File: src/rtl/data_ram_arbiter_pkg.sv
// data_ram_arbiter_pkg
//   Shared types and widths for the data_ram arbiter slice.
//   - arb_state_e  : lock FSM states (ARB_IDLE, ARB_LOCK1)
//   - arb_master_e : grant encodings (ARB_M0 = CPU, ARB_M1 = DMA/debug)
//   - bus widths matching the DataBus / DataAddressBus of the min SOPC
package data_ram_arbiter_pkg;

  typedef enum logic {
    ARB_IDLE  = 1'b0,
    ARB_LOCK1 = 1'b1
  } arb_state_e;

  typedef enum logic {
    ARB_M0 = 1'b0,
    ARB_M1 = 1'b1
  } arb_master_e;

  localparam int unsigned DATA_BUS_W      = 32;
  localparam int unsigned DATA_ADDR_BUS_W = 32;
  localparam int unsigned SEL_W           = 4;
  localparam int unsigned LOCK_CNT_W      = 8;

endpackage

File: src/rtl/dram_arb_lock_ctr.sv
// dram_arb_lock_ctr
//   Lock FSM for M1 back-to-back ownership with a bounded hold time.
//   Ports:
//     clk    in   rising-edge clock
//     rst    in   synchronous reset, active-low
//     enter  in   M1 granted with lock requested while idle
//     hold   in   M1 still requests the lock (m1_lock_i)
//     locked out  FSM is in LOCK1 (M1 owns the RAM this cycle)
//   lock_cnt counts owned cycles starting at 1 on entry; the lock is
//   released when hold drops or lock_cnt reaches MAX_LOCK.
module dram_arb_lock_ctr
  import data_ram_arbiter_pkg::*;
#(
  parameter int unsigned MAX_LOCK = 8
) (
  input  logic clk,
  input  logic rst,
  input  logic enter,
  input  logic hold,
  output logic locked
);

  arb_state_e              state, state_next;
  logic [LOCK_CNT_W-1:0]   lock_cnt, lock_cnt_next;
  logic                    timeout;

  assign timeout = (lock_cnt == LOCK_CNT_W'(MAX_LOCK));
  assign locked  = (state == ARB_LOCK1);

  always_ff @(posedge clk) begin
    if (!rst) begin
      state    <= ARB_IDLE;
      lock_cnt <= '0;
    end else begin
      state    <= state_next;
      lock_cnt <= lock_cnt_next;
    end
  end

  // Exit always lands in IDLE, so re-entry needs at least one IDLE cycle.
  always_comb begin
    state_next    = state;
    lock_cnt_next = lock_cnt;
    unique case (state)
      ARB_IDLE: begin
        if (enter) begin
          state_next    = ARB_LOCK1;
          lock_cnt_next = LOCK_CNT_W'(1);
        end
      end
      ARB_LOCK1: begin
        if (!hold || timeout) begin
          state_next    = ARB_IDLE;
          lock_cnt_next = '0;
        end else begin
          lock_cnt_next = lock_cnt + LOCK_CNT_W'(1);
        end
      end
      default: begin
        state_next    = ARB_IDLE;
        lock_cnt_next = '0;
      end
    endcase
  end

endmodule

File: src/rtl/data_ram_arbiter.sv
// data_ram_arbiter
//   Shares the single-port data_ram between M0 (CPU memory stage) and
//   M1 (DMA/debug loader). Grant is combinational; accesses complete in
//   the granted cycle. M1 may lock the RAM for up to MAX_LOCK cycles.
//   Ports:
//     clk, rst                         clock, synchronous active-low reset
//     m0_req_i/we_i/addr_i/sel_i/data_i   M0 request fields
//     m0_data_o, m0_stall_o            M0 read data, stall (pending, not granted)
//     m1_req_i/we_i/addr_i/sel_i/data_i   M1 request fields
//     m1_lock_i                        M1 back-to-back ownership request
//     m1_gnt_o, m1_data_o              M1 grant, read data
//     ram_ce_o/we_o/addr_o/sel_o/data_o   muxed access to data_ram
//     ram_data_i                       data_ram combinational read data
//   Build option: ARB_ROUND_ROBIN_EN selects round-robin contention in
//   IDLE; otherwise M0 has fixed priority.
module data_ram_arbiter
  import data_ram_arbiter_pkg::*;
#(
  parameter int unsigned DW       = DATA_BUS_W,
  parameter int unsigned AW       = DATA_ADDR_BUS_W,
  parameter int unsigned MAX_LOCK = 8
) (
  input  logic             clk,
  input  logic             rst,
  input  logic             m0_req_i,
  input  logic             m0_we_i,
  input  logic [AW-1:0]    m0_addr_i,
  input  logic [SEL_W-1:0] m0_sel_i,
  input  logic [DW-1:0]    m0_data_i,
  output logic [DW-1:0]    m0_data_o,
  output logic             m0_stall_o,
  input  logic             m1_req_i,
  input  logic             m1_we_i,
  input  logic [AW-1:0]    m1_addr_i,
  input  logic [SEL_W-1:0] m1_sel_i,
  input  logic [DW-1:0]    m1_data_i,
  input  logic             m1_lock_i,
  output logic             m1_gnt_o,
  output logic [DW-1:0]    m1_data_o,
  output logic             ram_ce_o,
  output logic             ram_we_o,
  output logic [AW-1:0]    ram_addr_o,
  output logic [SEL_W-1:0] ram_sel_o,
  output logic [DW-1:0]    ram_data_o,
  input  logic [DW-1:0]    ram_data_i
);

  logic gnt0, gnt1;
  logic locked;

`ifdef ARB_ROUND_ROBIN_EN
  // Only M1 can be granted while locked, so a lock exit already leaves
  // last_gnt at M1. The fixed-priority build has no reader for it.
  arb_master_e last_gnt;

  always_ff @(posedge clk) begin
    if (!rst)      last_gnt <= ARB_M1;
    else if (gnt0) last_gnt <= ARB_M0;
    else if (gnt1) last_gnt <= ARB_M1;
  end
`endif

  dram_arb_lock_ctr #(
    .MAX_LOCK(MAX_LOCK)
  ) u_lock_ctr (
    .clk   (clk),
    .rst   (rst),
    .enter (gnt1 & m1_lock_i & ~locked),
    .hold  (m1_lock_i),
    .locked(locked)
  );

  always_comb begin
    gnt0 = 1'b0;
    gnt1 = 1'b0;
    if (rst) begin
      if (locked) begin
        gnt1 = m1_req_i;
      end else if (m0_req_i && m1_req_i) begin
`ifdef ARB_ROUND_ROBIN_EN
        if (last_gnt == ARB_M1) gnt0 = 1'b1;
        else                    gnt1 = 1'b1;
`else
        gnt0 = 1'b1;
`endif
      end else begin
        gnt0 = m0_req_i;
        gnt1 = m1_req_i;
      end
    end
  end

  always_comb begin
    ram_ce_o   = 1'b0;
    ram_we_o   = 1'b0;
    ram_addr_o = '0;
    ram_sel_o  = '0;
    ram_data_o = '0;
    if (gnt0) begin
      ram_ce_o   = 1'b1;
      ram_we_o   = m0_we_i;
      ram_addr_o = m0_addr_i;
      ram_sel_o  = m0_sel_i;
      ram_data_o = m0_data_i;
    end else if (gnt1) begin
      ram_ce_o   = 1'b1;
      ram_we_o   = m1_we_i;
      ram_addr_o = m1_addr_i;
      ram_sel_o  = m1_sel_i;
      ram_data_o = m1_data_i;
    end
  end

  assign m0_data_o  = gnt0 ? ram_data_i : '0;
  assign m1_data_o  = gnt1 ? ram_data_i : '0;
  assign m1_gnt_o   = gnt1;
  assign m0_stall_o = rst & m0_req_i & ~gnt0;

endmodule

File: config.mk
export PLATFORM = sky130hd
export DESIGN_NAME = data_ram_arbiter
export DESIGN_NICKNAME = d
export VERILOG_FILES = /design/src/rtl/data_ram_arbiter_pkg.sv /design/src/rtl/dram_arb_lock_ctr.sv /design/src/rtl/data_ram_arbiter.sv
export SDC_FILE = /design/constraint.sdc
export NUM_CORES = 1
export LEC_CHECK = 0
export CAP_MARGIN = 10
export CORE_AREA = 3 3 119 121
export DETAILED_ROUTE_END_ITERATION = 7
export DIE_AREA = 0 0 122 124
export PLACE_DENSITY = 0.6
export SYNTH_ARGS = -nofsm -noshare
export SYNTH_HDL_FRONTEND = slang
export SYNTH_HIERARCHICAL = 1
export SYNTH_SLANG_ARGS = --single-unit
File: constraint.sdc
create_clock -name clk -period 2 [get_ports clk]
set_clock_uncertainty 0.05 [all_clocks]
set_input_delay 0.2 -clock clk [delete_from_list [all_inputs] [get_ports clk]]
set_output_delay 0.2 -clock clk [all_outputs]
set_load 0.05 [all_outputs]
==> flow_summary_export.csv, run 1 <==
group,metric,value,unit
run_status,status,"completed",
worst_setup_path,reg2regPathDepth,6,
route,first_iter_violations,155,
worst_setup_path,rrSetupSlack,0.33,ns
layout,fillCellCount,1178,
die,coreArea,13200,µm²
grt,grt_use_total,16.8,%
grt,antenna_found_initial,3,
synth,syn_area_per_cell,6.43,µm²
grt,grt-ovfl-total,0,
synth,yosys.area.top_type,"a21boi_1",
route,post_drt_wl_per_cell,16.9,µm
hold_path,min_to,"u_lock_ctr/lock_cnt[1]$_SDFFE_PN0P_",
synth,ys_seq_area_share,7.49,%
route,vias,3830,
clock_network,numCtsBuffers,3,
die,dieHeight,124,µm
route,vias_per_cell,4.53,
die,dieArea,15100,µm²
sta,hold_violations,0,
pwr,power.leakage,2.74,nW
pwr,ir_worst_vdd,0.176,mV
synth,syn_inst,374,
sta,period_needed,1.95,ns
die,rows,42,
route,drc,0,
placement,gp_congestion,0.798,
synth,synth_edf_count,0,
placement,dp_hpwl,11.2,mm
hold_path,hold_path.class,"in2reg",
grt,grt_pass1_wl,20.5,mm
sta,clock.fmax,513,MHz
pwr,power.density,331,nW/µm²
flow_run,max-cap-violations,0,
sta,whs,0.230,ns
grt,first_global_vias,3825,
worst_setup_path,crit_path_end_kind,"output pin",
sta,rsz0062_at_grt,"true",
worst_setup_path,worstPathMaxFanout,44,
hold_path,min_from,"rst",
clock_network,cts.sinks,9,
clock_network,clk-insertion-delay-late,0.23,ns
hold_path,hold_depth,2,
worst_setup_path,rr_endpoint,"u_lock_ctr/lock_cnt[5]$_SDFFE_PN0P_",
clock_network,cts_root_buf,"clkbuf_16",
layout,nets,846,
worst_setup_path,worstPathArrival,1.70,ns
synth,synth.distinct_cells,40,
sta,finalCritPeriodShare,97.4,%
synth,synthArstFlopShare,0,%
route,ant_nets,0,
synth,yosysMostFrequentCell,"nand2_1",
synth,synth_top_area_share,18.4,%
worst_setup_path,worst_ep_required_time,1.75,ns
sta,slew_violations,0,
sta,setup_viol,0,
placement,io_buffer_count,310,
synth,synth_seq_cells,9,
clock_network,clock_path_buffers,2,
synth,yosys_warnings,6,
layout,syn_to_final_growth,189,%
clock_network,h-tree-depth,1,
route,wl,14.3,mm
route,drtPass1Iterations,4,
clock_network,path_clk_slew,0.04,ns
worst_setup_path,crit_path_start_kind,"input pin",
sta,worst_slew_pin_slew,0.358,ns
worst_setup_path,rr_startpoint,"u_lock_ctr/locked$_SDFF_PN0_",
clock_network,cts_tree,"done",
clock_network,cts-hold-fix-buffers,0,
synth,syn-num-nets,551,
die,die_w,122,µm
layout,drive_above_1_share,34.7,%
pwr,finalPower,2.30,mW
synth,synth_common_cells,"nand2_1, and2_1, nand3_1",
grt,grt_max_degree,71,
worst_setup_path,path_class,"in2out",
synth,synthFlopType,"dfxtp_1",
die,start_util,18.2,%
die,io_pins,311,
synth,synthTopCellsByArea,"a21boi_1, and2_1, nand3_1",
synth,netlist_area,2410,µm²
sta,slew_headroom,75.8,%
cells in the final DEF, fill, tap and decap left out, types with 3 or more instances in the layout:
cell / n
a21boi_2: 53
clkdlybuf4s50_1: 172
clkbuf_16: 4
o21ai_0: 5
a21oi_1: 3
nand3_2: 11
nand2_1: 76
dfxtp_1: 9
and2_1: 65
buf_12: 111
nand3_1: 62
a21boi_1: 16
nor2_1: 6
nor2b_1: 3
buf_4: 41
flip-flops by register name (all words and copies together) (netlist names):
register             cells
u_lock_ctr/lock_cnt      8
u_lock_ctr/locked        1
through the flow:
step	instances	utilization [%]	TNS, ns	cell area, µm²	worst slack [ns]
floorplan	374	-	0	2410	0.0442
global route	846	52.7	-0.0219	6950	-0.0121
detailed placement	838	50.4	0	6650	0.00513
CTS	842	51.0	0	6730	0.00322
finish	846	52.7	0	6950	0.0520
global placement	838	50.4	0	6650	0.0116
cell families after synthesis:
| group | count (synthesis) | synth area share, % |
|---|---|---|
| buffers and inverters | 40 | 10.2 |
| DFF | 9 | 7.49 |
| xor gates and xnor gates | 1 | 0.364 |
| and+or+nand+nor | 233 | 51.6 |
| AOI/OAI and AO/OA | 88 | 28.8 |
| adders and majority gates | 2 | 1.04 |
| muxes | 1 | 0.416 |
worst max-delay path, stage by stage:
cell	delay [ns]
clkdlybuf4s50_1	0.42
buf_4	0.16
nand2b_2	0.12
buf_12	0.22
nand3_1	0.14
a21boi_2	0.24
buf_12	0.16
timing repair:
item | CTS | global route
gates resized for setup | 0 | 45
endpoints found under the setup margin | 0 | 46
setup buffers | 0 | 1
endpoints found under the hold margin | 0 | 0
final cells by class:
cell class,count,area (µm²),share of cell area [%]
Multi-Input combinational cell,325,2160,31.0
Clock buffer,4,78.8,1.13
Timing Repair Buffer,328,4300,61.9
Inverter,2,7.51,0.108
Tap cell,176,220,3.17
Antenna cell,2,5.00,0.0721
Sequential cell,9,180,2.59
worst max-delay path by stage:
stage,start,to,cells after the start
final,m0_req_i,ram_addr_o[1],7
after global placement,m0_req_i,u_lock_ctr/lock_cnt[5]$_SDFFE_PN0P_,7
after floorplan,u_lock_ctr/locked$_SDFF_PN0_,ram_addr_o[0],5
after global routing,m0_req_i,ram_addr_o[1],7
after CTS,m0_req_i,ram_addr_o[9],7
after detailed placement,m0_req_i,ram_addr_o[9],7
report_power, final:
part           total [mW]  switching (mW)  leakage (nW)  internal, mW
registers           0.184         0.00196        0.0726         0.182
logic                1.76           0.862          2.63         0.901
clock network       0.353          0.0869        0.0382         0.266
total                2.30           0.951          2.74          1.35
routing by layer:
layer  global-route usage, %  vias up  wire [µm]
li1                        -     1876          -
met1                    18.5     1754       5090
met2                    31.2      188       7670
met3                    5.63       10       1420
met4                    3.99        2        116
met5                       0        -         13
(Power assumes the default switching activity.)
==> run 2, diff against run 1 <==
==> constraint.sdc (replaced) <==
create_clock -name clk -period 2.35 [get_ports clk]
set_clock_uncertainty 0.05 [all_clocks]
set_input_delay 0.235 -clock clk [delete_from_list [all_inputs] [get_ports clk]]
set_output_delay 0.235 -clock clk [all_outputs]
set_load 0.05 [all_outputs]
==> flow_summary_export.csv, run 2 (synthesis results as in run 1) <==
group,metric,value,unit
placement,io_buffer_count,310,
worst_setup_path,cpMostUsedCell,"buf_12",
worst_setup_path,slowest_stage,"dfxtp_1",
layout,final_cell_mix,"clkdlybuf4s50_1, buf_12, nand2_1",
die,io_pins,311,
pwr,power.leakage,2.67,nW
worst_setup_path,crit_path_start_kind,"flip-flop",
hold_path,min_to,"u_lock_ctr/lock_cnt[7]$_SDFFE_PN0P_",
worst_setup_path,rr_startpoint,"u_lock_ctr/locked$_SDFF_PN0_",
flow_run,max-cap-violations,0,
sta,period_needed,2.21,ns
clock_network,cts-hold-fix-buffers,0,
grt,grt-ovfl-total,0,
sta,worst_slew_pin_slew,0.509,ns
die,rows,42,
worst_setup_path,rr_endpoint,"u_lock_ctr/lock_cnt[5]$_SDFFE_PN0P_",
pwr,ir_worst_vdd,0.171,mV
sta,whs,0.437,ns
die,dieHeight,124,µm
hold_path,min_from,"u_lock_ctr/lock_cnt[7]$_SDFFE_PN0P_",
grt,first_global_vias,3803,
clock_network,cts_setup_buffers,0,
sta,fin_ws,0.139,ns
layout,seq_area,180,µm²
layout,nets,839,
worst_setup_path,rrSetupSlack,0.72,ns
sta,fin_setup_tns,0,ns
sta,slew_headroom,66.1,%
worst_setup_path,worstPathArrival,1.93,ns
route,post_drt_wl_per_cell,16.5,µm
grt,grt_use_total,16.7,%
clock_network,h-tree-depth,1,
route,drc,0,
hold_path,hold_path.class,"reg2reg",
clock_network,numCtsBuffers,3,
worst_setup_path,crit_chain,"nand2b_2 -> buf_12 -> nand3_1 -> a21boi_1 -> buf_12",
clock_network,cts_tree,"done",
sta,slew_violations,0,
layout,drive_above_1_share,27.4,%
pwr,power.density,287,nW/µm²
sta,finalCritPeriodShare,94.1,%
run_status,status,"completed",
sta,hold_violations,0,
layout,largest_reg_flops,8,
layout,regMostFlops,"u_lock_ctr/lock_cnt",
layout,syn_to_final_growth,176,%
sta,setup_viol,0,
route,vias_per_cell,4.49,
sta,clock.fmax,452,MHz
die,dieArea,15100,µm²
grt,grt_max_degree,50,
clock_network,cts.sinks,9,
worst_setup_path,path_class,"reg2out",
worst_setup_path,critPathMaxStageDelay,0.53,ns
placement,dp_slack,0.202,ns
layout,layout_commonest_cell,"clkdlybuf4s50_1",
placement,gp_congestion,0.779,
route,drtPass1Iterations,5,
grt,grt_pass1_wl,20.2,mm
route,vias,3764,
route,wl,13.8,mm
die,start_util,18.2,%
worst_setup_path,worstPathMaxFanout,45,
clock_network,path_clk_slew,0.04,ns
die,die_w,122,µm
worst_setup_path,crit_path_end_kind,"output pin",
hold_path,hold_depth,1,
layout,fillCellCount,1204,
worst_setup_path,worst_ep_required_time,2.07,ns
sta,rsz0062_at_grt,"false",
clock_network,cts_resized,0,
grt,antenna_found_initial,2,
layout,multiInputGateArea,1990,µm²
clock_network,cts_root_buf,"clkbuf_16",
route,first_iter_violations,171,
clock_network,clock_path_buffers,2,
route,ant_nets,0,
placement,dp_hpwl,11.3,mm
clock_network,clk-insertion-delay-late,0.24,ns
worst_setup_path,reg2regPathDepth,5,
die,coreArea,13200,µm²
## run 2: changes by cell type in the layout (fill, tap and decap cells not counted), sizes merged
cell	change
buf	-6
clkbuf	-1
diode	-1
## run 2: area by class of cell
| cell class | count | share of cell area, % |
|---|---|---|
| repair buffers | 321 | 62.7 |
| multi-input cells | 325 | 29.9 |
| well taps | 176 | 3.31 |
| flip-flops and latches | 9 | 2.71 |
| clock buffers | 4 | 1.18 |
| inverters | 2 | 0.113 |
| diodes | 1 | 0.0376 |
## run 2: through the flow
| step | util (%) | cells | power, mW | area [µm²] |
|---|---|---|---|---|
| after global placement | 49.8 | 833 | 1.60 | 6570 |
| after floorplan | - | 374 | 0.805 | 2410 |
| after global routing | 50.4 | 838 | 1.98 | 6650 |
| final | 50.4 | 838 | 1.91 | 6650 |
| after CTS | 50.4 | 837 | 1.92 | 6650 |
| after detailed placement | 49.8 | 833 | 1.61 | 6570 |
## run 2: power by group
| part | leakage [nW] | internal, mW | switching [mW] |
|---|---|---|---|
| sequential | 0.0726 | 0.155 | 0.00213 |
| combinational | 2.56 | 0.728 | 0.714 |
| clock | 0.0382 | 0.227 | 0.0799 |
| total | 2.67 | 1.11 | 0.796 |
## run 2: worst max path at each step
stage | start | slack (ns) | endpoint
2_1_floorplan | u_lock_ctr/locked$_SDFF_PN0_ | 0.36 | ram_addr_o[0]
3_3_place_gp | m0_req_i | 0.22 | ram_data_o[19]
3_5_place_dp | m0_req_i | 0.20 | m1_data_o[4]
4_1_cts | u_lock_ctr/locked$_SDFF_PN0_ | 0.13 | ram_data_o[19]
5_1_grt | u_lock_ctr/locked$_SDFF_PN0_ | 0.01 | ram_data_o[19]
6_report | u_lock_ctr/locked$_SDFF_PN0_ | 0.14 | ram_data_o[19]
## run 2: worst max-delay path, delay by kind of cell, from the launching register on
family / cells / cell delay, ns
AOI/OAI and AO/OA: 1 / 0.33
buffers and inverters: 2 / 0.42
DFF: 1 / 0.53
and+or+nand+nor: 2 / 0.37
## run 2: per-layer routing
| layer | GRT usage (%) | wire (µm) |
|---|---|---|
| met3 | 6.45 | 1550 |
| met5 | 0 | 9 |
| met2 | 30.9 | 7090 |
| met4 | 3.85 | 247 |
| met1 | 18.0 | 4920 |
==> run 3, diff against run 2 <==
--- a/config.mk
+++ b/config.mk
@@ -6,10 +6,14 @@
 export NUM_CORES = 1
 export LEC_CHECK = 0
 export CAP_MARGIN = 10
-export CORE_AREA = 3 3 119 121
+export CELL_PAD_IN_SITES_DETAIL_PLACEMENT = 1
+export CELL_PAD_IN_SITES_GLOBAL_PLACEMENT = 1
+export CORE_ASPECT_RATIO = 0.8
+export CORE_MARGIN = 3
+export CORE_UTILIZATION = 16
 export DETAILED_ROUTE_END_ITERATION = 7
-export DIE_AREA = 0 0 122 124
-export PLACE_DENSITY = 0.6
+export PLACE_DENSITY = 0.85
+export SLEW_MARGIN = 0
 export SYNTH_ARGS = -nofsm -noshare
 export SYNTH_HDL_FRONTEND = slang
 export SYNTH_HIERARCHICAL = 1
==> flow_summary_export.csv, run 3 (synthesis results as in run 1) <==
group,metric,value,unit
worst_setup_path,worstPathMaxFanout,43,
pwr,ir_worst_vdd,0.188,mV
layout,largest_reg_flops,8,
clock_network,h-tree-depth,1,
hold_path,hold_path.class,"in2reg",
pwr,p_sw,0.809,mW
sta,worst_slew_pin_slew,0.633,ns
layout,antennaDiodeCount,0,
worst_setup_path,worst_ep_required_time,2.07,ns
worst_setup_path,reg2regPathDepth,5,
route,drc,0,
pwr,power_frac_comb,75.9,%
clock_network,cts_resized,0,
worst_setup_path,cpLargestDelayFamily,"flip-flops",
route,first_iter_violations,146,
hold_path,hold_depth,2,
die,dieHeight,116,µm
clock_network,cts_root_buf,"clkbuf_16",
worst_setup_path,rr_startpoint,"u_lock_ctr/locked$_SDFF_PN0_",
grt,grt_pass1_wl,23.2,mm
route,drtPass1Iterations,4,
sta,fin_setup_tns,0,ns
clock_network,numCtsBuffers,3,
clock_network,cts.sinks,9,
die,io_pins,311,
hold_path,min_to,"u_lock_ctr/locked$_SDFF_PN0_",
route,vias,3826,
worst_setup_path,path_class,"reg2out",
clock_network,cts-hold-fix-buffers,0,
layout,fin_util,46.0,%
pwr,p_clk_share,15.9,%
pwr,power.density,289,nW/µm²
clock_network,cts_setup_buffers,0,
sta,clock.fmax,451,MHz
sta,slew_violations,0,
pwr,p_int,1.11,mW
clock_network,cts_tree,"done",
layout,syn_to_final_growth,177,%
layout,fillCellCount,1644,
pwr,seq_power_share,8.2,%
placement,gp_congestion,0.848,
grt,grt-ovfl-total,0,
sta,hold_violations,0,
hold_path,min_from,"rst",
sta,rsz0062_at_grt,"false",
layout,layout_commonest_cell,"clkdlybuf4s50_1",
die,dieArea,16600,µm²
layout,nets,838,
clock_network,clk-insertion-delay-late,0.24,ns
die,start_util,16.6,%
worst_setup_path,crit_path_start_kind,"flip-flop",
route,post_drt_wl_per_cell,18.6,µm
layout,drive_above_1_share,27.3,%
sta,slew_headroom,57.8,%
grt,first_global_vias,4182,
worst_setup_path,crit_path_end_kind,"output pin",
die,coreArea,14500,µm²
route,vias_per_cell,4.53,
placement,io_buffer_count,310,
run_status,status,"completed",
worst_setup_path,cpMostUsedCell,"buf_12",
sta,setup_viol,0,
worst_setup_path,crit_chain,"nand2b_2 -> buf_12 -> nand3_1 -> a21boi_1 -> buf_12",
worst_setup_path,rrSetupSlack,0.58,ns
pwr,sw_frac_of_total,42.1,%
worst_setup_path,worstPathArrival,1.93,ns
grt,antenna_found_initial,0,
worst_setup_path,critPathBufInv,2,
clock_network,clock_path_buffers,2,
route,wl,15.7,mm
sta,finalCritPeriodShare,94.4,%
clock_network,path_clk_slew,0.04,ns
worst_setup_path,slowest_stage,"dfxtp_1",
worst_setup_path,rr_endpoint,"u_lock_ctr/lock_cnt[4]$_SDFFE_PN0P_",
flow_run,max-cap-violations,0,
die,die_w,143,µm
route,ant_nets,0,
grt,grt_max_degree,74,
worst_setup_path,critPathMaxStageDelay,0.57,ns
placement,dp_hpwl,12.9,mm
grt,grt_use_total,17.3,%
pwr,power.leakage,2.67,nW
layout,regMostFlops,"u_lock_ctr/lock_cnt",
die,rows,39,
sta,period_needed,2.22,ns
layout,final_cell_mix,"clkdlybuf4s50_1, buf_12, nand2_1",
==> run 3: how the worst max path moves through the flow <==
| stage | endpoint | slack [ns] | cells after the start | startpoint |
|---|---|---|---|---|
| after CTS | ram_addr_o[14] | 0.11 | 5 | u_lock_ctr/locked$_SDFF_PN0_ |
| final | ram_addr_o[14] | 0.13 | 5 | u_lock_ctr/locked$_SDFF_PN0_ |
| after global placement | ram_addr_o[6] | 0.22 | 6 | m0_req_i |
| after global routing | ram_addr_o[14] | 0.01 | 5 | u_lock_ctr/locked$_SDFF_PN0_ |
| after detailed placement | m1_data_o[22] | 0.13 | 7 | m0_req_i |
| after floorplan | ram_addr_o[0] | 0.36 | 5 | u_lock_ctr/locked$_SDFF_PN0_ |
==> run 3: cell type report <==
| cell class | count | area (µm²) | share of cell area, % |
|---|---|---|---|
| Multi-Input combinational cell | 325 | 1990 | 29.8 |
| Timing Repair Buffer | 320 | 4180 | 62.7 |
| Clock buffer | 4 | 78.8 | 1.18 |
| Inverter | 2 | 7.51 | 0.113 |
| Tap cell | 184 | 230 | 3.45 |
| Sequential cell | 9 | 180 | 2.70 |
==> run 3: per-stage QoR <==
stage	power (mW)	setup slack [ns]	cell area [µm²]	hold WS, ns	cells
after detailed placement	1.63	0.128	6590	0.417	840
after floorplan	0.805	0.359	2410	0.303	374
after global placement	1.60	0.219	6590	0.409	840
after global routing	2.00	0.0147	6670	0.277	844
after CTS	1.94	0.113	6670	0.255	844
final	1.92	0.131	6670	0.257	844
==> run 3: power groups by stage <==
stage                     logic (mW)  registers, mW  clock network (mW)
final                           1.46          0.157               0.306
after global routing            1.53          0.157               0.320
after CTS                       1.48          0.157               0.310
after detailed placement        1.47          0.160                   0
after global placement          1.44          0.159                   0
after floorplan                0.646          0.159                   0
==> run 3: routing by layer <==
layer / track usage, % / vias to the layer above / wire length, µm
met5: 0 / - / 0
li1: - / 1840 / -
met1: 19.6 / 1791 / 5890
met2: 32.9 / 183 / 8220
met3: 4.66 / 12 / 1380
met4: 2.79 / 0 / 174
